<file path="src/rtl/mult_issue_station.sv">
// Issue station for a single multiplier FU: buffers dispatched multiplies, wakes them on CDB
// broadcasts and starts the oldest ready one whenever the FU is idle, one operation in flight.
module mult_issue_station #(
  parameter int NUM_ENTRIES = 4,
  parameter int TAG_W       = 6,
  parameter int ROB_W       = 5
) (
  input  logic                           clk,
  input  logic                           rst,
  input  logic                           dispatch_valid,
  output logic                           dispatch_ready,
  input  logic [1:0]                     dispatch_mul_type,
  input  logic [TAG_W-1:0]               dispatch_ps1,
  input  logic [TAG_W-1:0]               dispatch_ps2,
  input  logic [TAG_W-1:0]               dispatch_pd,
  input  logic                           dispatch_ps1_rdy,
  input  logic                           dispatch_ps2_rdy,
  input  logic [ROB_W-1:0]               dispatch_rob_id,
  input  logic                           cdb_valid,
  input  logic [TAG_W-1:0]               cdb_tag,
  input  logic                           fu_ready,
  input  logic                           fu_done,
  input  logic                           flush,
  output logic                           start_calculate,
  output logic                           issue_valid,
  output logic [1:0]                     issue_mul_type,
  output logic [TAG_W-1:0]               issue_ps1,
  output logic [TAG_W-1:0]               issue_ps2,
  output logic [TAG_W-1:0]               issue_pd,
  output logic [ROB_W-1:0]               issue_rob_id,
  output logic [$clog2(NUM_ENTRIES):0]   occupancy
);

  localparam int IDX_W = $clog2(NUM_ENTRIES);
  localparam int CNT_W = IDX_W + 1;

  typedef enum logic [1:0] {IDLE, ISSUE, WAIT, DRAIN} state_t;

  typedef struct packed {
    logic [1:0]       mul_type;
    logic [TAG_W-1:0] ps1;
    logic [TAG_W-1:0] ps2;
    logic [TAG_W-1:0] pd;
    logic [ROB_W-1:0] rob_id;
  } payload_t;

  state_t                 state_q, state_d;
  logic [NUM_ENTRIES-1:0] valid_q, rdy1_q, rdy2_q;
  payload_t               payload_q [NUM_ENTRIES];
  // older_q[i][j] = 1 when entry i was dispatched before entry j.
  logic [NUM_ENTRIES-1:0] older_q   [NUM_ENTRIES];
  payload_t               issue_q;

  logic [NUM_ENTRIES-1:0] eligible, sel_oh;
  logic [IDX_W-1:0]       sel_idx, free_idx;
  logic                   do_issue, do_dispatch;
  logic                   disp_rdy1, disp_rdy2;

  assign eligible = valid_q & rdy1_q & rdy2_q;

  // NOTE: every always_comb output gets a default before any branch, so no path can infer a latch.
  always_comb begin
    sel_oh    = '0;
    sel_idx   = '0;
    free_idx  = '0;
    occupancy = '0;
    for (int i = 0; i < NUM_ENTRIES; i++) begin
      sel_oh[i] = eligible[i] &&
                  ((eligible & ~older_q[i] & ~(NUM_ENTRIES'(1) << i)) == '0);
      if (sel_oh[i]) sel_idx = IDX_W'(i);
      occupancy = occupancy + CNT_W'(valid_q[i]);
    end
    for (int i = NUM_ENTRIES - 1; i >= 0; i--) begin
      if (!valid_q[i]) free_idx = IDX_W'(i);
    end
  end

  assign dispatch_ready = (occupancy < CNT_W'(NUM_ENTRIES));
  assign do_dispatch    = dispatch_valid && dispatch_ready && !flush;
  assign do_issue       = (state_q == IDLE) && (|eligible) && fu_ready && !flush;
  assign disp_rdy1      = dispatch_ps1_rdy || (cdb_valid && (cdb_tag == dispatch_ps1));
  assign disp_rdy2      = dispatch_ps2_rdy || (cdb_valid && (cdb_tag == dispatch_ps2));

  always_comb begin
    state_d = state_q;
    unique case (state_q)
      IDLE:  if (do_issue) state_d = ISSUE;
      ISSUE: state_d = WAIT;
      WAIT:  if (fu_done) state_d = IDLE;
      DRAIN: if (fu_done) state_d = IDLE;
      default: state_d = IDLE;
    endcase
    // A flush while an operation is in flight must wait for the FU to finish it.
    if (flush) begin
      state_d = ((state_q == ISSUE || state_q == WAIT) && !fu_done) ? DRAIN : IDLE;
    end
  end

  assign start_calculate = (state_q == ISSUE);
  assign issue_valid     = (state_q == ISSUE) || (state_q == WAIT);
  assign issue_mul_type  = issue_q.mul_type;
  assign issue_ps1       = issue_q.ps1;
  assign issue_ps2       = issue_q.ps2;
  assign issue_pd        = issue_q.pd;
  assign issue_rob_id    = issue_q.rob_id;

  // NOTE: sequential state uses non-blocking assignments only, so every flop samples pre-edge values.
  always_ff @(posedge clk) begin
    if (!rst) begin
      state_q <= IDLE;
      issue_q <= '0;
    end else begin
      state_q <= state_d;
      if (do_issue) issue_q <= payload_q[sel_idx];
    end
  end

  always_ff @(posedge clk) begin
    if (!rst) begin
      valid_q <= '0;
      rdy1_q  <= '0;
      rdy2_q  <= '0;
    end else if (flush) begin
      valid_q <= '0;
    end else begin
      for (int i = 0; i < NUM_ENTRIES; i++) begin
        if (valid_q[i] && cdb_valid && (cdb_tag == payload_q[i].ps1)) rdy1_q[i] <= 1'b1;
        if (valid_q[i] && cdb_valid && (cdb_tag == payload_q[i].ps2)) rdy2_q[i] <= 1'b1;
      end
      if (do_issue) valid_q[sel_idx] <= 1'b0;
      if (do_dispatch) begin
        valid_q[free_idx] <= 1'b1;
        rdy1_q[free_idx]  <= disp_rdy1;
        rdy2_q[free_idx]  <= disp_rdy2;
      end
    end
  end

  // NOTE: payload and age storage carry no reset; valid_q gates every use of them.
  always_ff @(posedge clk) begin
    if (do_dispatch) begin
      payload_q[free_idx] <= '{mul_type: dispatch_mul_type, ps1: dispatch_ps1,
                               ps2: dispatch_ps2, pd: dispatch_pd, rob_id: dispatch_rob_id};
      older_q[free_idx]   <= '0;
      for (int j = 0; j < NUM_ENTRIES; j++) begin
        if (IDX_W'(j) != free_idx) older_q[j][free_idx] <= 1'b1;
      end
    end
  end

endmodule

</file>
<file path="config.mk">
export PLATFORM = sky130hd
export DESIGN_NAME = mult_issue_station
export DESIGN_NICKNAME = d
export VERILOG_FILES = /design/src/rtl/mult_issue_station.sv
export SDC_FILE = /design/constraint.sdc
export NUM_CORES = 1
export LEC_CHECK = 0
export ABC_CLOCK_PERIOD_IN_PS = 6700
export CORE_UTILIZATION = 55
export CTS_CLUSTER_SIZE = 10
export DETAILED_ROUTE_END_ITERATION = 8
export PLACE_DENSITY = 0.88
export SYNTH_ARGS = -nofsm -noshare
export SYNTH_HDL_FRONTEND = slang
export SYNTH_SLANG_ARGS = --single-unit
</file>
<file path="constraint.sdc">
create_clock -name clk -period 6.7 [get_ports clk]
set_input_delay 0.67 -clock clk [delete_from_list [all_inputs] [get_ports clk]]
set_output_delay 0.67 -clock clk [all_outputs]
set_load 0.05 [all_outputs]
</file>
# Word-level counts from Yosys, hierarchy flattened

Memories as Yosys holds them, arrays and structs flattened. A register that Yosys moved wholly into a read port is not among the register bits.
Cells that the tools add are included.

Register bits: 14
Latch bits: 0
Memory bits (writable): 116
Memory bits (read-only): 0
Bits of input ports: 40
Output and inout bits: 31
Logic and storage cells: 146
Memories: 2

Memories:

| memory    | depth | bits a word | rd ports | clocked after Yosys merged registers in | wr ports | line | RTL |
|---|---|---|---|---|---|---|---|
| payload_q | 4     | 25          | 5        | 1                                       | 1        | 49   | `payload_t payload_q [NUM_ENTRIES];` |
| older_q   | 4     | 4           | 3        | 0                                       | 5        | 51   | `logic [NUM_ENTRIES-1:0] older_q [NUM_ENTRIES];` |

$add $sub $neg: 3
Multipliers: 0
Div/mod/pow operators: 0
Magnitude comparators: 5
Equal/unequal tests: 18
Shift operators: 0
Muxes and demuxes: 62
Bitwise gates (word level): 12
Reduce and logical (&&, ||, !) cells: 40

Operators by type and width:

| cell               | number |
|---|---|
| $eq 6x6->1         | 10 |
| $mux 4             | 10 |
| $mux 1             | 37 |
| $logic_and 1x1->1  | 25 |
| $and 4x4->4        | 5 |
| $mux 2             | 10 |
| $logic_not 4->1    | 3 |
| $not 4->4          | 3 |
| $bwmux 4           | 2 |
| $lt 2x3->1 const B | 2 |
| $pmux 2 s3         | 1 |
| $demux 1 s2        | 2 |
| $eq 2x2->1 const B | 2 |
| $ge 2x1->1 const B | 2 |
| $ne 2x2->1 const A | 2 |
| $or 4x4->4         | 1 |
| $reduce_or 2->1    | 2 |
| $reduce_or 4->1    | 1 |
| $add 2x1->3        | 1 |
| $add 3x1->3        | 1 |
| $and 3x3->3        | 1 |
| $logic_not 1->1    | 3 |
| $logic_or 1x1->1   | 3 |
| $lt 3x3->1 const B | 1 |
| 10 further kinds   | 10 |

# Logic depth before layout (Yosys ltp)

Gate-level depths: netlist of run 1.

Depth in word-level cells: 19
Depth in mapped cells: 12
Gate-level depth less buffers: 11

# Worst setup path before layout of run 1

Ideal clock, no wire load.

Path kind: flip-flop to flip-flop
Start: reg valid_q[1]
End: mem payload_q[0][0] (netlist bit) (enable)
Setup time: 0.425 ns
Arrival time: 3.470 ns
Required time: 6.275 ns
Setup slack: 2.804 ns
Cell stages (with the launch flop): 9
Buffers on the path: 1
Clock period less this slack: 3.896 ns
Cell sequence: dfxtp_1 clkbuf_8 inv_1 fa_1 inv_1 ha_1 ha_1 nor3b_1 a21boi_1

Cells in the longest elaborated chain, start to end: 8
Elaborated cells on any way between the ends: 10
Those cells by class: add/sub: 3; order compare: 1; mux: 4; reduce/logical: 2

Ends and longest elaborated chain:

| item                            | line | RTL |
|---|---|---|
| start, declared                 | 48   | `logic [NUM_ENTRIES-1:0] valid_q, rdy1_q, rdy2_q;` |
| start signal, assigned          | 120  | `valid_q <= '0;` |
| start signal, assigned          | 124  | `valid_q <= '0;` |
| start signal, assigned by index | 130  | `if (do_issue) valid_q[sel_idx] <= 1'b0;` |
| $add 1x1->2                     | 71   | `occupancy = occupancy + CNT_W'(valid_q[i]);` |
| $add 2x1->3                     | 71   |  |
| $add 3x1->3                     | 71   |  |
| via occupancy[2]                | 31   | `output logic [$clog2(NUM_ENTRIES):0] occupancy` |
| $lt 3x3->1                      | 78   | `assign dispatch_ready = (occupancy < CNT_W'(NUM_ENTRIES));` |
| $logic_and 1x1->1 (2 in a row)  | 79   | `assign do_dispatch = dispatch_valid && dispatch_ready && !flush;` |
| $mux 1                          | 141  | `if (do_dispatch) begin` |
| $mux 1 (not written as such)    | 142  | `payload_q[free_idx] <= '{mul_type: dispatch_mul_type, ps1: dispatch_ps1,` |
| end, declared                   | 49   |  |

The timed path passes the listed nets, and every way through them passes these cells.

# Worst setup path after layout of run 1

Start: reg valid_q[1]
End: reg rdy2_q[3]

Cells in the longest elaborated chain, start to end: 8
Elaborated cells on any way between the ends: 15
Those cells by class: add/sub: 3; order compare: 3; mux: 6; reduce/logical: 3

Ends and longest elaborated chain:

| item                                                | line | RTL |
|---|---|---|
| branches (longest 7 deep; another with $add 2x1->3) | -    |  |
| $mux 4 (*)                                          | 131  | `if (do_dispatch) begin` |
| end signal, assigned by index                       | 134  | `rdy2_q[free_idx] <= disp_rdy2;` |
| end, declared                                       | 48   |  |

Every way passes the cells marked *.
A chain may end at the register's enable or synchronous reset.

==> flow_summary.html, run 1 <==
<table>
<tr><th>Metric</th><th>Value</th></tr>
<tr><th colspan="2">Die</th></tr>
<tr><td>Starting density of the core</td><td>0.576</td></tr>
<tr><td>Num ports</td><td>71</td></tr>
<tr><td>Die H</td><td>113 um</td></tr>
<tr><td>Core area</td><td>11700 sq um</td></tr>
<tr><td>Floorplan die area</td><td>12700 sq um</td></tr>
<tr><td>Placement Rows</td><td>39</td></tr>
<tr><td>Width of the chip</td><td>113 um</td></tr>
<tr><th colspan="2">Power</th></tr>
<tr><td>P per Cell Area</td><td>261 nW/um^2</td></tr>
<tr><td>Leak pwr</td><td>2.94 nW</td></tr>
<tr><td>Highest ir drop seen on vdd</td><td>between 0.15 and 0.2 mV</td></tr>
<tr><th colspan="2">Synthesis</th></tr>
<tr><td>Largest cells by area after synthesis</td><td>sky130_fd_sc_hd__edfxtp_1 (45%), sky130_fd_sc_hd__dfxtp_1 (14%), sky130_fd_sc_hd__xor2_1 (4.2%)</td></tr>
<tr><td>Register bit count reported by yosys</td><td>~150</td></tr>
<tr><td>Netlist cell types</td><td>55</td></tr>
<tr><td>Area of the mapped netlist</td><td>between 6000 and 7000 sq um</td></tr>
<tr><td>Synth Instances</td><td>499</td></tr>
<tr><td>Portion of the post-synthesis area used by sequential elements</td><td>0.590</td></tr>
<tr><td>Number of warning messages in the yosys log</td><td>0</td></tr>
<tr><td>Area fraction of the dominant cell type after synthesis</td><td>0.447</td></tr>
<tr><td>Nets in the synthesized netlist</td><td>547</td></tr>
<tr><td>Yosys top cell by area</td><td>sky130_fd_sc_hd__edfxtp_1</td></tr>
<tr><td>Synthesized area per cell</td><td>13.5 sq um</td></tr>
<tr><th colspan="2">Route</th></tr>
<tr><td>Detail Route Antenna Nets</td><td>0</td></tr>
<tr><td>Sum of routed wire segments on met1</td><td>6670 um</td></tr>
<tr><td>Met3 wire len</td><td>1170 um</td></tr>
<tr><td>DRC violation count after routing</td><td>0</td></tr>
<tr><td>First-pass detailed-route iteration total</td><td>5</td></tr>
<tr><td>Sum of routed wire length over all layers</td><td>16300 um</td></tr>
<tr><td>Detailed route wirelength on metal2</td><td>7990 um</td></tr>
<tr><td>Uppermost metal layer occupied by signal nets</td><td>met4</td></tr>
<tr><td>Routed length per instance</td><td>22.7 um</td></tr>
<tr><td>Routed vias</td><td>4611</td></tr>
<tr><td>Post-DR vias/cell</td><td>6.41</td></tr>
<tr><td>Count of routing violations after the opening detailed-route iteration</td><td>454</td></tr>
<tr><th colspan="2">Setup path</th></tr>
<tr><td>Endpoint type of the worst setup path</td><td>flop</td></tr>
<tr><td>Worst r2r path cells</td><td>11</td></tr>
<tr><td>Kind of critical path</td><td>reg2reg</td></tr>
<tr><td>Worst endpoint required time</td><td>7.02 ns</td></tr>
<tr><td>Crit path launch type</td><td>flop</td></tr>
<tr><td>Critical Path Source</td><td>valid_q[1]</td></tr>
<tr><td>Slack of the worst reg-to-reg path</td><td>2.77 ns</td></tr>
<tr><td>Capture point of the worst path</td><td>rdy2_q[3]</td></tr>
<tr><td>Endpoint of the lowest-slack register-to-register path</td><td>rdy2_q[3]</td></tr>
<tr><td>Critical path peak fanout</td><td>28</td></tr>
<tr><td>Origin of the critical flop-to-flop path</td><td>valid_q[1]</td></tr>
<tr><td>Arrival time at the worst endpoint</td><td>4.25 ns</td></tr>
<tr><th colspan="2">Final layout</th></tr>
<tr><td>Final layout net count</td><td>611</td></tr>
<tr><td>Ratio of cells with drive above 1 in the final layout</td><td>0.155</td></tr>
<tr><td>Filler cell count in the final layout</td><td>736</td></tr>
<tr><td>Number of inserted diodes</td><td>0</td></tr>
<tr><td>Top library cells by usage in the layout, fill and taps aside</td><td>sky130_fd_sc_hd__edfxtp_1 (100), sky130_fd_sc_hd__clkdlybuf4s50_1 (70), sky130_fd_sc_hd__dfxtp_1 (48)</td></tr>
<tr><td>Commonest non-fill, non-tap cell in the layout</td><td>sky130_fd_sc_hd__edfxtp_1</td></tr>
<tr><td>Syn-to-layout area delta</td><td>19.7%</td></tr>
<tr><th colspan="2">Timing</th></tr>
<tr><td>Total negative slack</td><td>0 ns</td></tr>
<tr><td>Worst hold slack</td><td>approximately 0.46 ns</td></tr>
<tr><td>Pins over their slew limit</td><td>0</td></tr>
<tr><td>Final worst path period need</td><td>~3.9 ns</td></tr>
<tr><td>Max_slew headroom</td><td>0.171</td></tr>
<tr><td>Final hold vios</td><td>0</td></tr>
<tr><td>Setup repair after global routing missed its margin</td><td>false</td></tr>
<tr><td>Number of setup violations in the final report</td><td>0</td></tr>
<tr><td>Worst Tran Pin Value</td><td>1.24 ns</td></tr>
<tr><td>Clock skew</td><td>0.00842 ns</td></tr>
<tr><td>Highest achievable clock rate</td><td>254 MHz</td></tr>
<tr><td>Final critical-path share of the clock period</td><td>0.587</td></tr>
<tr><th colspan="2">GRT</th></tr>
<tr><td>Vias in the first global route</td><td>4624</td></tr>
<tr><td>Antenna violations before repair</td><td>0</td></tr>
<tr><td>First-pass GRT wire length</td><td>26100 um</td></tr>
<tr><td>GRT Resource Usage Total</td><td>0.276</td></tr>
<tr><td>Total overflow reported by the global router</td><td>0</td></tr>
<tr><td>Maximum number of pins on one net before global-route repair</td><td>55</td></tr>
<tr><th colspan="2">CTS</th></tr>
<tr><td>Clk_lat worst skew</td><td>between 0.4 and 0.5 ns</td></tr>
<tr><td>Root cell of the clock tree</td><td>sky130_fd_sc_hd__clkbuf_16</td></tr>
<tr><td>TritonCTS sink count</td><td>148</td></tr>
<tr><td>Quantity of hold-fixing buffers added after cts</td><td>0</td></tr>
<tr><td>Clock Path Buffers</td><td>2</td></tr>
<tr><td>Clock-pin slew reported for the worst setup and hold paths after clock tree synthesis</td><td>0.06 ns</td></tr>
<tr><td>Number of buffers inserted by post-CTS setup repair</td><td>0</td></tr>
<tr><td>Htree depth</td><td>4</td></tr>
<tr><td>CTS tree</td><td>done</td></tr>
<tr><td>Clock buffer count from CTS</td><td>17</td></tr>
<tr><td>Post-cts repair resize count</td><td>0</td></tr>
<tr><th colspan="2">Run status</th></tr>
<tr><td>Result of the run</td><td>finished clean</td></tr>
<tr><th colspan="2">Flow run</th></tr>
<tr><td>Number of max-cap violations</td><td>0</td></tr>
<tr><th colspan="2">Worst hold path</th></tr>
<tr><td>Hold crit path type</td><td>reg2reg</td></tr>
<tr><th colspan="2">Placed design</th></tr>
<tr><td>Count of buffers from port buffering</td><td>70</td></tr>
<tr><td>DPL Wire Length</td><td>9940 um</td></tr>
<tr><td>GP Congestion</td><td>between 0.8 and 0.9</td></tr>
</table>
==> area by class of cell <==
type	instances	area, sq um	share of cell area
Timing Repair Buffer	78	761	0.0946
Inverter	15	56.3	0.00700
Tap cell	143	179	0.0223
Multi-Input combinational cell	303	2490	0.310
Sequential cell	148	3960	0.493
Clock buffer	20	437	0.0543
Clock inverter	12	155	0.0193
==> metal layers <==
metal | track usage | vias up
li1 | - | 2033
met1 | 0.355 | 2259
met2 | 0.460 | 275
met3 | 0.0481 | 44
met4 | 0.125 | 0
met5 | 0 | -
==> report_power, final <==
| part | total, mW | switching [mW] | internal, mW |
|---|---|---|---|
| Clock | 0.952 | 0.366 | 0.587 |
| Sequential | 1.00 | 0.0109 | 0.992 |
| Combinational | 0.144 | 0.0799 | 0.0646 |
==> how the worst min path moves through the flow <==
stage / from / endpoint / depth (start not counted)
finish: older_q[2][1] / older_q[2][1] / 1
CTS: older_q[2][1] / older_q[2][1] / 1
detailed placement: older_q[2][1] / older_q[2][1] / 1
global route: older_q[2][1] / older_q[2][1] / 1
floorplan: older_q[3][0] / older_q[3][0] / 1
global placement: older_q[2][1] / older_q[2][1] / 1
==> stage by stage <==
step / area, sq um / std cells / power, mW / setup WS, ns / utilization
after global placement: 7450 / 687 / 1.16 / 3.01 / 0.639
after floorplan: 6720 / 499 / 1.10 / 2.80 / -
after global routing: 8040 / 719 / 2.16 / 2.44 / 0.689
after detailed placement: 7450 / 687 / 1.16 / 2.82 / 0.639
final: 8040 / 719 / 2.10 / 2.77 / 0.689
after CTS: 8040 / 719 / 2.11 / 2.80 / 0.689
==> cell usage after synthesis, drive strengths merged <==
cell and count:
o211a 2, and3 26, nor4 7, fa 1, nand3 4, a221oi 26
edfxtp 100, nor3b 1, o21a 6, dlygate4sd1 2, a311oi 3, o21ai 30
nand4bb 1, a21o 5, nand2b 3, ha 7, a31oi 5, a21boi 1
nand3b 1, o221a 1, dfxtp 48, a41oi 4, buf 18, a2111oi 1
nand4 3, xor2 32, xnor2 28, nand2 10, nor3 4, a311o 2
mux2 25, o2111ai 1, or3 1, o21bai 1, inv 15, a21oi 36
and4 2, clkbuf 13, a2111o 1, and4b 5, nand4b 3, nor2b 1
o2111a 1, nor2 12
==> registers in the layout, summed over array words and instances (netlist names) <==
name / flops
issue_mul_type: 2
issue_pd: 6
issue_ps1: 6
issue_ps2: 6
issue_rob_id: 5
older_q: 9
payload_q: 100
rdy1_q: 4
rdy2_q: 4
state_q: 2
valid_q: 4
==> kinds of logic (layout without fill, tap and decap cells) <==
group,after synthesis,in the layout,share of synthesized area
fa+ha+maj,8,8,0.0160
mux,25,25,0.0520
compound gates,126,126,0.145
buf+inv,48,125,0.0415
simple gates,84,84,0.0777
flops,148,148,0.590
xor+xnor,60,60,0.0782
==> critical path, stage by stage, from the launching register on <==
cell and delay (ns):
sky130_fd_sc_hd__dfxtp_1 0.54, sky130_fd_sc_hd__inv_1 0.16, sky130_fd_sc_hd__fa_1 0.52, sky130_fd_sc_hd__inv_1 0.04, sky130_fd_sc_hd__ha_1 0.17, sky130_fd_sc_hd__ha_1 0.22
sky130_fd_sc_hd__nand4bb_1 0.29, sky130_fd_sc_hd__nor3_1 0.34, sky130_fd_sc_hd__nand2_1 0.22, sky130_fd_sc_hd__inv_1 0.95, sky130_fd_sc_hd__a41oi_1 0.09, sky130_fd_sc_hd__a221oi_1 0.29
Note: power is estimated with default switching activity, not from simulation.
==> run 2, diff against run 1 <==
ABC_CLOCK_PERIOD_IN_PS = 3200   (was 6700)
CORE_UTILIZATION = 51   (was 55)
PLACE_DENSITY = 0.86   (was 0.88)
clock period = 3.2 ns   (was 6.7 ns; I/O delays follow)
==> flow_summary.html, run 2 (synthesis results as in run 1) <==
<table>
<tr><th>Metric</th><th>Value</th></tr>
<tr><th colspan="2">Final layout</th></tr>
<tr><td>Number of inserted diodes</td><td>0 (unchanged)</td></tr>
<tr><td>Final core occ</td><td>0.645 (-0.0442)</td></tr>
<tr><td>Largest registers ranked by flip-flop count</td><td>payload_q (100), older_q (9)</td></tr>
<tr><td>Filler cell count in the final layout</td><td>910 (+24%)</td></tr>
<tr><td>Number of flip-flops in the largest register</td><td>100 (unchanged)</td></tr>
<tr><td>Register with the most flip-flops</td><td>payload_q</td></tr>
<tr><td>Final cell area excluding filler cells</td><td>8210 sq um (+2.1%)</td></tr>
<tr><td>Top library cells by usage in the layout, fill and taps aside</td><td>sky130_fd_sc_hd__edfxtp_1 (100), sky130_fd_sc_hd__clkdlybuf4s50_1 (70), sky130_fd_sc_hd__dfxtp_1 (47)</td></tr>
<tr><td>Layout Cells excl Fill</td><td>761 (+5.8%)</td></tr>
<tr><td>Final layout net count</td><td>624 (+2.1%)</td></tr>
<tr><td>Commonest non-fill, non-tap cell in the layout</td><td>sky130_fd_sc_hd__edfxtp_1</td></tr>
<tr><td>Ratio of cells with drive above 1 in the final layout</td><td>0.188 (+0.0339)</td></tr>
<tr><td>Syn-to-layout area delta</td><td>22.2%</td></tr>
<tr><th colspan="2">Power</th></tr>
<tr><td>Highest ir drop seen on vdd</td><td>0.379 mV (+99%)</td></tr>
<tr><td>Sum of internal, switching and leakage power</td><td>4.39 mW (+110%)</td></tr>
<tr><td>P per Cell Area</td><td>535 nW/um^2 (+100%)</td></tr>
<tr><td>Leak pwr</td><td>2.99 nW (+1.8%)</td></tr>
<tr><th colspan="2">Timing</th></tr>
<tr><td>Final critical-path share of the clock period</td><td>0.971</td></tr>
<tr><td>Final worst path period need</td><td>between 3 and 4 ns</td></tr>
<tr><td>Number of setup violations in the final report</td><td>0 (unchanged)</td></tr>
<tr><td>Worst hold slack</td><td>0.446 ns (-0.0145 ns)</td></tr>
<tr><td>Worst Tran Pin Value</td><td>0.683 ns (-0.558 ns)</td></tr>
<tr><td>Pins over their slew limit</td><td>0 (unchanged)</td></tr>
<tr><td>Final hold vios</td><td>0 (unchanged)</td></tr>
<tr><td>Total negative slack</td><td>0 ns (unchanged)</td></tr>
<tr><td>Max_slew headroom</td><td>0.543 (+0.372)</td></tr>
<tr><td>Highest achievable clock rate</td><td>approximately 320 MHz</td></tr>
<tr><td>Setup repair after global routing missed its margin</td><td>false</td></tr>
<tr><td>Clock skew</td><td>0.00992 ns (+0.00150 ns)</td></tr>
<tr><td>Post-layout worst setup margin</td><td>0.0918 ns (-2.67 ns)</td></tr>
<tr><th colspan="2">Route</th></tr>
<tr><td>Post-DR vias/cell</td><td>6.02 (-6.1%)</td></tr>
<tr><td>Routed vias</td><td>4584 (-0.59%)</td></tr>
<tr><td>Count of routing violations after the opening detailed-route iteration</td><td>316 (-30%)</td></tr>
<tr><td>DRC violation count after routing</td><td>0 (unchanged)</td></tr>
<tr><td>Sum of routed wire length over all layers</td><td>16800 um (+2.8%)</td></tr>
<tr><td>Detail Route Antenna Nets</td><td>0 (unchanged)</td></tr>
<tr><td>Routed length per instance</td><td>22.0 um (-2.9%)</td></tr>
<tr><td>First-pass detailed-route iteration total</td><td>5 (unchanged)</td></tr>
<tr><th colspan="2">CTS</th></tr>
<tr><td>Quantity of hold-fixing buffers added after cts</td><td>0 (unchanged)</td></tr>
<tr><td>Clock-pin slew reported for the worst setup and hold paths after clock tree synthesis</td><td>0.06 ns (about the same)</td></tr>
<tr><td>Clk_lat worst skew</td><td>0.43 ns (about the same)</td></tr>
<tr><td>Clock Path Buffers</td><td>2 (unchanged)</td></tr>
<tr><td>Root cell of the clock tree</td><td>sky130_fd_sc_hd__clkbuf_16</td></tr>
<tr><td>CTS tree</td><td>done</td></tr>
<tr><td>Htree depth</td><td>4 (unchanged)</td></tr>
<tr><td>TritonCTS sink count</td><td>148 (unchanged)</td></tr>
<tr><td>Clock buffer count from CTS</td><td>17 (unchanged)</td></tr>
<tr><th colspan="2">GRT</th></tr>
<tr><td>Vias in the first global route</td><td>4747 (+2.7%)</td></tr>
<tr><td>Total overflow reported by the global router</td><td>0 (unchanged)</td></tr>
<tr><td>Antenna violations before repair</td><td>0 (unchanged)</td></tr>
<tr><td>Maximum number of pins on one net before global-route repair</td><td>34 (-38%)</td></tr>
<tr><td>GRT Resource Usage Total</td><td>0.261 (-0.0156)</td></tr>
<tr><td>First-pass GRT wire length</td><td>25900 um (-0.82%)</td></tr>
<tr><th colspan="2">Die</th></tr>
<tr><td>Num ports</td><td>71 (unchanged)</td></tr>
<tr><td>Core area</td><td>12700 sq um (+9.1%)</td></tr>
<tr><td>Starting density of the core</td><td>0.528 (-0.0480)</td></tr>
<tr><td>Die H</td><td>117 um (+3.8%)</td></tr>
<tr><td>Width of the chip</td><td>117 um (+3.8%)</td></tr>
<tr><td>Floorplan die area</td><td>13600 sq um (+7.7%)</td></tr>
<tr><td>Placement Rows</td><td>41 (+5.1%)</td></tr>
<tr><th colspan="2">Flow run</th></tr>
<tr><td>Number of max-cap violations</td><td>0 (unchanged)</td></tr>
<tr><th colspan="2">Placed design</th></tr>
<tr><td>Placed cells</td><td>728 (+6.0%)</td></tr>
<tr><td>DPL Wire Length</td><td>11000 um (+10%)</td></tr>
<tr><td>Pre-CTS setup slack</td><td>0.0416 ns (-2.77 ns)</td></tr>
<tr><td>GP Congestion</td><td>0.948 (+13%)</td></tr>
<tr><td>Placed inst area</td><td>7580 sq um (+1.8%)</td></tr>
<tr><td>Count of buffers from port buffering</td><td>70 (unchanged)</td></tr>
<tr><th colspan="2">Setup path</th></tr>
<tr><td>Worst endpoint required time</td><td>2.88 ns (-4.14 ns)</td></tr>
<tr><td>Kind of critical path</td><td>reg2out</td></tr>
<tr><td>Endpoint type of the worst setup path</td><td>output port</td></tr>
<tr><td>Crit path launch type</td><td>flop</td></tr>
<tr><td>Critical path peak fanout</td><td>6 (-79%)</td></tr>
<tr><td>Arrival time at the worst endpoint</td><td>2.79 ns (-1.46 ns)</td></tr>
<tr><th colspan="2">Worst hold path</th></tr>
<tr><td>Hold crit path type</td><td>reg2reg</td></tr>
<tr><th colspan="2">Run status</th></tr>
<tr><td>Result of the run</td><td>finished clean</td></tr>
</table>
-- run 2: changes by cell type in the layout (fill, tap and decap cells not counted), moves of 2 or more --
cell / before / now
sky130_fd_sc_hd__buf_4: 8 / 21
sky130_fd_sc_hd__clkbuf_1: 3 / 1
sky130_fd_sc_hd__clkinv_2: 3 / 0
sky130_fd_sc_hd__inv_1: 15 / 13
sky130_fd_sc_hd__inv_6: 2 / 6
sky130_fd_sc_hd__inv_8: 0 / 2
-- run 2: power breakdown --
part	internal (mW)	switching, mW	leakage (nW)
Combinational	0.140	0.168	1.41
Sequential	2.08	0.0219	1.30
Clock	1.17	0.817	0.288
Total	3.39	1.01	2.99
-- run 2: cell type report --
type	instances	area [sq um]	share of cell area
clock buffer	18	429	0.0523
clock inverter	14	164	0.0200
inverter	15	63.8	0.00777
multi-input combinational	303	2510	0.306
sequential	148	3970	0.483
tap	172	215	0.0262
timing repair buffer	91	858	0.105
-- run 2: final timing paths --
| path | from | end | slack [ns] | cells after the start |
|---|---|---|---|---|
| min reg2reg | older_q[2][1] | older_q[2][1] | 0.45 | 1 |
| min | older_q[2][1] | older_q[2][1] | 0.45 | 1 |
| max reg2reg | valid_q[3] | payload_q[3][11] | 0.14 | 10 |
| max | valid_q[3] | dispatch_ready | 0.09 | 7 |
-- run 2: timing repair --
action / CTS / global route
endpoints found under the setup margin: 21 / 36
gates resized for setup: 1 / 5
cloned: 0 / 0
setup buffers: 1 / 0
-- run 2: per-layer routing --
| layer | global-route usage | up-vias | wire (um) |
|---|---|---|---|
| met1 | 0.310 | 2242 | 6380 |
| met2 | 0.439 | 226 | 8500 |
| met4 | 0.150 | 0 | 762 |
| met3 | 0.0561 | 61 | 1120 |
| li1 | - | 2055 | - |
| met5 | 0 | - | 0 |
-- run 2: worst max-delay path: stages (launching register included) --
cell	delay, ns
sky130_fd_sc_hd__dfxtp_2	0.41
sky130_fd_sc_hd__inv_1	0.10
sky130_fd_sc_hd__fa_1	0.49
sky130_fd_sc_hd__inv_1	0.05
sky130_fd_sc_hd__ha_1	0.19
sky130_fd_sc_hd__ha_1	0.25
sky130_fd_sc_hd__inv_1	0.08
sky130_fd_sc_hd__clkdlybuf4s50_1	0.79
==> run 3, diff against run 2 <==
PLACE_DENSITY = 0.76   (was 0.86)
==> flow_summary.html, run 3 (synthesis results as in run 1) <==
<table>
<tr><th>Metric</th><th>Value</th></tr>
<tr><th colspan="2">CTS</th></tr>
<tr><td>Quantity of hold-fixing buffers added after cts</td><td>0 (unchanged)</td></tr>
<tr><td>Clk_lat worst skew</td><td>0.42 ns (about the same)</td></tr>
<tr><td>Clock-pin slew reported for the worst setup and hold paths after clock tree synthesis</td><td>0.06 ns (about the same)</td></tr>
<tr><td>CTS tree</td><td>done</td></tr>
<tr><td>Clock buffer count from CTS</td><td>17 (unchanged)</td></tr>
<tr><td>Htree depth</td><td>4 (unchanged)</td></tr>
<tr><td>Clock Path Buffers</td><td>2 (unchanged)</td></tr>
<tr><td>Root cell of the clock tree</td><td>sky130_fd_sc_hd__clkbuf_16</td></tr>
<tr><td>TritonCTS sink count</td><td>148 (unchanged)</td></tr>
<tr><th colspan="2">Route</th></tr>
<tr><td>First-pass detailed-route iteration total</td><td>5 (unchanged)</td></tr>
<tr><td>Routed length per instance</td><td>20.7 um (-5.8%)</td></tr>
<tr><td>Detail Route Antenna Nets</td><td>0 (unchanged)</td></tr>
<tr><td>Count of routing violations after the opening detailed-route iteration</td><td>326 (+3.2%)</td></tr>
<tr><td>Post-DR vias/cell</td><td>5.88 (-2.4%)</td></tr>
<tr><td>Routed vias</td><td>4485 (-2.2%)</td></tr>
<tr><td>Sum of routed wire length over all layers</td><td>15800 um (-5.6%)</td></tr>
<tr><td>DRC violation count after routing</td><td>0 (unchanged)</td></tr>
<tr><th colspan="2">Die</th></tr>
<tr><td>Floorplan die area</td><td>13600 sq um (unchanged)</td></tr>
<tr><td>Width of the chip</td><td>117 um (unchanged)</td></tr>
<tr><td>Num ports</td><td>71 (unchanged)</td></tr>
<tr><td>Placement Rows</td><td>41 (unchanged)</td></tr>
<tr><td>Core area</td><td>12700 sq um (unchanged)</td></tr>
<tr><td>Starting density of the core</td><td>0.528 (unchanged)</td></tr>
<tr><td>Die H</td><td>117 um (unchanged)</td></tr>
<tr><th colspan="2">Power</th></tr>
<tr><td>P per Cell Area</td><td>524 nW/um^2 (-2.2%)</td></tr>
<tr><td>Internal power component</td><td>3.35 mW (-1.2%)</td></tr>
<tr><td>Fraction of power consumed by sequential logic</td><td>0.489 (+0.011)</td></tr>
<tr><td>Switching power total</td><td>0.943 mW (-6.3%)</td></tr>
<tr><td>Combinational share of power</td><td>0.070 (about the same)</td></tr>
<tr><td>Highest ir drop seen on vdd</td><td>0.469 mV (+24%)</td></tr>
<tr><td>Switching share of power</td><td>0.220 (-0.00932)</td></tr>
<tr><td>Clk network pwr share</td><td>0.441 (-0.012)</td></tr>
<tr><td>Leak pwr</td><td>3.01 nW (+0.41%)</td></tr>
<tr><th colspan="2">Final layout</th></tr>
<tr><td>Commonest non-fill, non-tap cell in the layout</td><td>sky130_fd_sc_hd__edfxtp_1</td></tr>
<tr><td>Filler cell count in the final layout</td><td>1028 (+13%)</td></tr>
<tr><td>Top library cells by usage in the layout, fill and taps aside</td><td>sky130_fd_sc_hd__edfxtp_1 (100), sky130_fd_sc_hd__clkdlybuf4s50_1 (68), sky130_fd_sc_hd__dfxtp_1 (48)</td></tr>
<tr><td>Ratio of cells with drive above 1 in the final layout</td><td>0.183 (-0.00571)</td></tr>
<tr><td>Syn-to-layout area delta</td><td>22.0%</td></tr>
<tr><td>Largest registers ranked by flip-flop count</td><td>payload_q (100), older_q (9)</td></tr>
<tr><td>Final core occ</td><td>0.644 (-0.00118)</td></tr>
<tr><td>Register with the most flip-flops</td><td>payload_q</td></tr>
<tr><td>Number of inserted diodes</td><td>0 (unchanged)</td></tr>
<tr><td>Final layout net count</td><td>627 (+0.48%)</td></tr>
<tr><td>Layout Cells excl Fill</td><td>763 (+0.26%)</td></tr>
<tr><td>Number of flip-flops in the largest register</td><td>100 (unchanged)</td></tr>
<tr><th colspan="2">Timing</th></tr>
<tr><td>Highest achievable clock rate</td><td>331 MHz (+2.9%)</td></tr>
<tr><td>Total negative slack</td><td>0 ns (unchanged)</td></tr>
<tr><td>Number of setup violations in the final report</td><td>0 (unchanged)</td></tr>
<tr><td>Pins over their slew limit</td><td>0 (unchanged)</td></tr>
<tr><td>Worst Tran Pin Value</td><td>0.786 ns (+0.103 ns)</td></tr>
<tr><td>Max_slew headroom</td><td>0.475 (-0.0678)</td></tr>
<tr><td>Final worst path period need</td><td>3.02 ns (-0.0871 ns)</td></tr>
<tr><td>Final hold vios</td><td>0 (unchanged)</td></tr>
<tr><td>Clock skew</td><td>0.00598 ns (-0.00394 ns)</td></tr>
<tr><td>Setup repair after global routing missed its margin</td><td>false</td></tr>
<tr><td>Final critical-path share of the clock period</td><td>0.944 (-0.0272)</td></tr>
<tr><th colspan="2">Placed design</th></tr>
<tr><td>Placed cells</td><td>730 (+0.27%)</td></tr>
<tr><td>GP Congestion</td><td>0.884 (-6.8%)</td></tr>
<tr><td>DPL Wire Length</td><td>10700 um (-2.1%)</td></tr>
<tr><td>Count of buffers from port buffering</td><td>70 (unchanged)</td></tr>
<tr><th colspan="2">Setup path</th></tr>
<tr><td>Endpoint type of the worst setup path</td><td>output port</td></tr>
<tr><td>Worst endpoint required time</td><td>2.88 ns (about the same)</td></tr>
<tr><td>Worst r2r path cells</td><td>11 (+1)</td></tr>
<tr><td>Sequence of cells on the critical path</td><td>inv_1 &gt; fa_1 &gt; inv_1 &gt; ha_1 &gt; ha_1 &gt; clkdlybuf4s50_1</td></tr>
<tr><td>Crit path launch type</td><td>flop</td></tr>
<tr><td>Highest-delay cell along the critical path</td><td>sky130_fd_sc_hd__clkdlybuf4s50_1</td></tr>
<tr><td>CP max stage delay</td><td>0.84 ns (+0.05 ns)</td></tr>
<tr><td>Slack of the worst reg-to-reg path</td><td>0.19 ns (+0.05 ns)</td></tr>
<tr><td>Origin of the critical flop-to-flop path</td><td>valid_q[3]</td></tr>
<tr><td>Kind of critical path</td><td>reg2out</td></tr>
<tr><td>Arrival time at the worst endpoint</td><td>2.70 ns (-0.09 ns)</td></tr>
<tr><td>Endpoint of the lowest-slack register-to-register path</td><td>rdy2_q[2]</td></tr>
<tr><td>Critical path peak fanout</td><td>6 (unchanged)</td></tr>
<tr><th colspan="2">Worst hold path</th></tr>
<tr><td>Worst-case hold path end point</td><td>older_q[3][0]</td></tr>
<tr><td>Hold path startpoint</td><td>older_q[3][0]</td></tr>
<tr><td>Hold crit path type</td><td>reg2reg</td></tr>
<tr><td>Worst hold path depth</td><td>1 (unchanged)</td></tr>
<tr><th colspan="2">Run status</th></tr>
<tr><td>Result of the run</td><td>finished clean</td></tr>
<tr><th colspan="2">GRT</th></tr>
<tr><td>GRT Resource Usage Total</td><td>0.248 (-0.0126)</td></tr>
<tr><td>Vias in the first global route</td><td>4536 (-4.4%)</td></tr>
<tr><td>Total overflow reported by the global router</td><td>0 (unchanged)</td></tr>
<tr><td>Maximum number of pins on one net before global-route repair</td><td>27 (-21%)</td></tr>
<tr><td>Antenna violations before repair</td><td>0 (unchanged)</td></tr>
<tr><td>First-pass GRT wire length</td><td>24400 um (-5.8%)</td></tr>
<tr><th colspan="2">Flow run</th></tr>
<tr><td>Number of max-cap violations</td><td>0 (unchanged)</td></tr>
</table>
-- run 3: changes by cell type in the layout (fill, tap and decap cells not counted), sizes merged, moves of 2 or more --
cell | before | now
clkdlybuf4s50 | 70 | 68
clkinv | 3 | 8
buf | 21 | 24
inv | 21 | 15
dlymetal6s2s | 0 | 2
-- run 3: final cells by class --
cell class	count	area, sq um	area share
timing repair buffer	94	898	0.110
inverter	15	63.8	0.00779
sequential	148	3960	0.484
clock inverter	14	135	0.0165
clock buffer	17	425	0.0519
multi-input combinational	303	2490	0.304
tap	172	215	0.0263
-- run 3: through the flow --
stage                     worst slack (ns)  hold WS (ns)  power [mW]  instance area (sq um)
after floorplan                    -0.0648         0.417        2.31                   6730
after global placement               0.327         0.432        2.43                   7600
after detailed placement             0.165         0.453        2.44                   7600
after CTS                           0.0904         0.470        4.32                   8160
after global routing                0.0334         0.474        4.43                   8190
final                                0.179         0.465        4.29                   8190
-- run 3: worst max-delay path by stage --
stage                     from               to  slack [ns]  depth (start not counted)
global route        valid_q[3]        rdy2_q[2]        0.03                         11
CTS                 valid_q[3]     occupancy[1]        0.09                          6
detailed placement  valid_q[3]  payload_q[3][8]        0.17                         10
floorplan           valid_q[1]  payload_q[0][0]       -0.06                          8
finish              valid_q[3]     occupancy[2]        0.18                          6
global placement    valid_q[3]  payload_q[3][3]        0.33                         10
-- run 3: repair_timing --
item / CTS / global route
endpoints found under the hold margin: 0 / 0
resized for setup: 0 / 4
setup buffers: 0 / 2
endpoints found under the setup margin: 0 / 36
-- run 3: critical path, delay by kind of cell, from the launching register on --
family,cells,cell delay (ns)
flops,1,0.46
buf+inv,3,1.03
fa+ha+maj,3,0.79
-- run 3: metal layers --
layer | GRT usage | wire length, um
met1 | 0.314 | 6720
met2 | 0.410 | 7760
met3 | 0.0582 | 1010
met4 | 0.106 | 342
met5 | 0 | 0
-- run 3: power by group through the flow --
stage | clock network, mW | registers (mW) | logic, mW
detailed placement | 0 | 2.14 | 0.301
global route | 2.00 | 2.10 | 0.324
global placement | 0 | 2.14 | 0.290
floorplan | 0 | 2.13 | 0.178
finish | 1.89 | 2.10 | 0.302
CTS | 1.92 | 2.10 | 0.302
